### config.mk
export PLATFORM = sky130hd
export DESIGN_NAME = regfile
export DESIGN_NICKNAME = d
export VERILOG_FILES = /design/src/rtl/regfile.sv
export SDC_FILE = /design/constraint.sdc
export NUM_CORES = 2
export LEC_CHECK = 0
export BUFFER_PORTS_ARGS = -buffer_cell sky130_fd_sc_hd__buf_2
export CAP_MARGIN = 30
export CORE_ASPECT_RATIO = 1.5
export CORE_MARGIN = 3
export CORE_UTILIZATION = 60
export DETAILED_ROUTE_END_ITERATION = 10
export PLACE_DENSITY = 0.74
export SYNTH_ARGS = -nofsm -noshare
export SYNTH_HDL_FRONTEND = slang
export SYNTH_SLANG_ARGS = --single-unit
### constraint.sdc
create_clock -name clk -period 4.75 [get_ports clk]
set_input_delay 0.7125 -clock clk [delete_from_list [all_inputs] [get_ports clk]]
set_output_delay 0.7125 -clock clk [all_outputs]
set_load 0.02 [all_outputs]
### src/rtl/regfile.sv
`default_nettype none
// ============================================================================
// Module   : regfile
// Brief    : RV32I integer register file. One WB write port, two gated
//            combinational ID read ports, and one debug read port. x0 reads
//            as zero. Defining REGFILE_BYPASS_EN forwards a same-cycle WB
//            write to a matching read port.
// Revision : 1.0 - initial release
// ============================================================================
module regfile #(
  parameter int DATA_W   = 32,
  parameter int ADDR_W   = 5,
  parameter int NUM_REGS = 32
) (
  input  logic              clk,
  input  logic              rst,
  input  logic              we,
  input  logic [ADDR_W-1:0] waddr,
  input  logic [DATA_W-1:0] wdata,
  input  logic              re1,
  input  logic [ADDR_W-1:0] raddr1,
  output logic [DATA_W-1:0] rdata1,
  input  logic              re2,
  input  logic [ADDR_W-1:0] raddr2,
  output logic [DATA_W-1:0] rdata2,
  input  logic [ADDR_W-1:0] dbg_addr,
  output logic [DATA_W-1:0] dbg_data,
  output logic [31:0]       wr_count
);

  localparam logic [ADDR_W-1:0] c_x0 = '0;

  logic [DATA_W-1:0] r_regs [NUM_REGS];
  logic [31:0]       r_wr_count;
  logic              w_wr_valid;
  logic [1:0]        w_re;
  logic [ADDR_W-1:0] w_raddr [2];

  // Entry 0 is only ever written by reset, so it stays zero.
  assign w_wr_valid = we && (waddr != c_x0);

  always_ff @(posedge clk) begin
    if (rst) begin
      for (int i = 0; i < NUM_REGS; i++) begin
        r_regs[i] <= '0;
      end
      r_wr_count <= '0;
    end else if (w_wr_valid) begin
      r_regs[waddr] <= wdata;
      r_wr_count    <= r_wr_count + 32'd1;
    end
  end

  assign w_re       = {re2, re1};
  assign w_raddr[0] = raddr1;
  assign w_raddr[1] = raddr2;

  for (genvar p = 0; p < 2; p++) begin : g_rd_port
    logic              w_hit;
    logic [DATA_W-1:0] w_data;
`ifdef REGFILE_BYPASS_EN
    assign w_hit = w_wr_valid && (w_raddr[p] == waddr);
`else
    assign w_hit = 1'b0;
`endif
    assign w_data = (rst || !w_re[p] || (w_raddr[p] == c_x0)) ? '0 :
                    w_hit ? wdata : r_regs[w_raddr[p]];
  end

  assign rdata1   = g_rd_port[0].w_data;
  assign rdata2   = g_rd_port[1].w_data;
  assign dbg_data = (dbg_addr == c_x0) ? '0 : r_regs[dbg_addr];
  assign wr_count = r_wr_count;

endmodule
`default_nettype wire
# Yosys cells after proc, flatten, opt, wreduce, memory -nomap -nowiden

Memories as Yosys holds them, arrays and structs flattened.
Cells that the tools add are included.

$add $sub $neg: 1
Mux-type cells: 11
Reductions and logical operators: 12

Operators by type and width:

| operator                                                         | count |
|---|---|
| 32-bit 2-to-1 mux                                                | 4 |
| 32-bit by 1-bit adder with 32-bit output (second input constant) | 1 |
| 32-bit OR reduction                                              | 1 |
| 5-bit logical NOT                                                | 3 |
| 1-bit 2-to-1 mux                                                 | 6 |
| 5-bit 2-to-1 mux                                                 | 1 |
| 5-bit nonzero test                                               | 1 |
| 1-bit logical OR                                                 | 4 |
| 1-bit logical NOT                                                | 2 |
| 1-bit logical AND                                                | 1 |

Register bits: 32
Memory bits (writable): 1024
Output and inout bits: 128
Logic and storage cells: 26
Memories: 1

Memory list:

| name   | words | bits a word | read ports | clocked after memory_dff | wr ports | line | RTL |
|---|---|---|---|---|---|---|---|
| r_regs | 32    | 32          | 3          | 0                        | 32       | 33   | `logic [DATA_W-1:0] r_regs [NUM_REGS];` |

# Logic depth before layout (Yosys ltp)

Depth after elaboration: 7
Depth in mapped cells: 9
Depth with buffers taken out: 5

# Worst setup path after synthesis

OpenSTA, ideal clock, no wires.

Kind: input port to flip-flop
From: in we
To: mem r_regs[28][0], enable pin
Setup time: 0.466 ns
Arrival time: 3.681 ns
Slack: 0.603 ns
Stages: 4
Buffers on the path: 1
Cells stage by stage: clkbuf_1 > nor4b_2 > nand2_1 > o21ai_0

RTL lines:

| what        | line | RTL |
|---|---|---|
| from (decl) | 17   | `input logic we,` |
| to (decl)   | 33   |  |

# Worst setup path in the final report

From: in dbg_addr[2]
To: out dbg_data[1]

Cells in the longest elaborated chain, start to end: 2

Ends and longest elaborated chain:

| what                                                                | line | RTL |
|---|---|---|
| from (decl)                                                         | 26   | `input logic [ADDR_W-1:0] dbg_addr,` |
| memory read 32 x 32 bit / 5-bit logical NOT (equally long branches) | --   |  |
| 32-bit 2-to-1 mux (*)                                               | 72   | `assign dbg_data = (dbg_addr == c_x0) ? '0 : r_regs[dbg_addr];` |
| to (decl)                                                           | 27   | `output logic [DATA_W-1:0] dbg_data,` |

Mark *: on every way between the ends. The rest lies on a longest branch, timed or not.

==> out/metrics.yaml <==
status: "finished clean"
power.density_nw_per_um2: 326
layout-drive-gt1-share_pct: 31.3
p_int_mw: 17.1
finalMaxSlewViolations: 0
rrSetupSlack_ns: 2.36
rows: 146
cts_resized: 0
initial_core_util_pct: 60.7
grt_pass1_vias: 44970
start_kind: "input port"
path_class: "input port to output port"
worstPathRequired_ns: 4.04
grt_remaining_overflow: 0
worstPathArrival_ns: 3.76
period_share_pct: 94.1
finalHoldViolations: 0
viasPerCell: 7.82
core_area_sq_um: 106000
ioPinCount: 185
cap_violations: 0
fin_setup_tns_ns: 0
insertion_delay_ns: 0.72
end_kind: "output port"
fin_nets: 4433
swShare_pct: 26.7
antenna_left: 0
clk_root_buffer_cell: "clkbuf_16"
period_needed_ns: 4.47
combPwrFrac_pct: 16.0
fmax_mhz: 224
cts-buffers-inserted: 100
final_common_cell: "edfxtp_1"
die_y_microns: 407
yosys_warnings: 0
first_iter_violations: 8442
die_x_microns: 273
wl_per_cell_microns: 40.8
maxSlewHeadroom_pct: 24.4
track_usage_pct: 43.5
htree_num_levels: 3
firstDrtPassIters: 6
dieArea_sq_um: 111000
clock_sinks: 1056
grt_pass1_wl_mm: 334
wirelength_mm: 240
setup_viol: 0
vias: 46110
power.net_switching_mw: 6.22
clk_pin_slew_worst_paths_ns: 0.07
yosysSeqAreaShare_pct: 48.8
fin_area_sq_um: 71300
p_total_mw: 23.3
post_cts.repair.setup_buffers: 0
cts.path.max_buffers: 3
min_path_type: "input port to flop"
p_leak_nw: 25.3
area_growth_pct: 11.0
synthFlopType: "edfxtp_1"
rsz0062_at_grt: "no"
synth_edf_count: 1024
async_flop_share_pct: 0
syn_inst: 4329
pwr-share-seq_pct: 47.7
port_buffers: 184
grt_antenna_before_repair: 27
cts_hold_buf: 0
synthesis.area_sq_um: 64300
layout_common_cells: "edfxtp_1, and2_1, mux4_2"
ys_ff_latch: 1056
gp_congestion: 0.917
fin_worst_skew_ns: 0.0140
tightest_slew_ns: 1.13
power_frac_clock_pct: 36.3
vdd_drop_max_v: 0.000298
cp_max_fo: 53
drcViolationCount: 0
post_dp_cell_area_sq_um: 67900
cts_tree: "built"
fin_ws_ns: 0.279
dp_slack_ns: 0.578
synth_area_per_cell_sq_um: 14.8
place_hpwl_mm: 142
synth.distinct_cells: 56
grt_start_max_net_pins: 88
-- synth_stat cells, drive strengths merged (6+ instances only) --
cell,instances,area share (%)
o21ai,58,0.45
dfxtp,32,1.0
mux2i,385,6.0
or3,16,0.16
nand3,19,0.15
a221oi,12,0.16
nor3,17,0.15
xnor2,6,0.082
clkbuf,316,1.8
nor2,45,0.26
a21oi,23,0.18
xor2,9,0.12
a22oi,20,0.23
and2,1006,9.8
buf,168,1.5
a211oi,12,0.14
mux4,716,25
or2,13,0.13
a31oi,32,0.31
inv,7,0.041
o221ai,72,0.98
edfxtp,1024,48
mux2,33,0.58
o211a,13,0.20
o22a,64,0.87
nand4,28,0.31
nand2,141,0.82
a2111oi,12,0.25
-- worst paths after layout --
check,cells past startpoint,end,startpoint
max,9,dbg_data[1],dbg_addr[2]
min,1,r_regs[0][18]$_SDFFCE_PN0P_,rst
max reg2reg,5,wr_count[27]$_SDFFE_PP0P_,wr_count[3]$_SDFFE_PP0P_
min reg2reg,2,wr_count[31]$_SDFFE_PP0P_,wr_count[31]$_SDFFE_PP0P_
-- critical path, cell delays in order --
cell,delay (ns)
clkbuf_8,0.34
and2_1,0.47
buf_4,0.29
a22oi_1,0.24
nand4_1,0.12
o211a_1,0.16
a2111oi_1,0.89
buf_4,0.29
buf_2,0.17
-- kinds of logic (layout without fill, tap and decap cells) --
kind of cell    Yosys count  after routing  synth area share [%]
compound gates          324            324                  3.86
xor+xnor                 15             15                 0.204
buf+inv                 491            591                  3.38
mux                    1134           1134                  31.7
other cells               1             64               0.00583
flops                  1056           1056                  48.8
fa+ha+maj                 1              1                0.0195
simple gates           1307           1307                  12.0
-- metrics by stage --
step | instances | util [%] | hold WS [ns]
3_5_place_dp | 5679 | 64.1 | 0.483
6_report | 5898 | 67.3 | 0.374
2_1_floorplan | 4360 | - | 0.558
4_1_cts | 5866 | 67.3 | 0.345
5_1_grt | 5868 | 67.3 | 0.374
3_3_place_gp | 5678 | 64.0 | 0.467
-- layout make-up --
type	count	area (sq um)
fill	7272	34600
sequential	1056	31400
multi-input combinational	2813	31300
timing repair buffer	397	3360
clock buffer	121	2790
tap	1406	1760
clock inverter	66	598
antenna	32	80.1
inverter	7	28.8
-- layer usage --
metal  vias up  GRT usage, %  part of all wire (%)
met5         -             0                 0.024
met4        10          33.0                   8.8
met3      1199          13.8                    15
met2      4704          65.3                    46
met1     23001          52.8                    31
li1      17196             -                     -
-- registers in the layout, indices dropped and copies added (netlist names) --
name	flops
wr_count	32
r_regs	1024
-- power groups by stage --
stage | sequential (mW) | combinational (mW) | clock (mW)
after detailed placement | 11.3 | 3.61 | 0
after CTS | 11.1 | 3.62 | 8.42
final | 11.1 | 3.72 | 8.45
after global placement | 11.2 | 3.58 | 0
after floorplan | 11.1 | 2.38 | 0
after global routing | 11.2 | 3.79 | 8.78
Power figures use the tool's default switching activity.
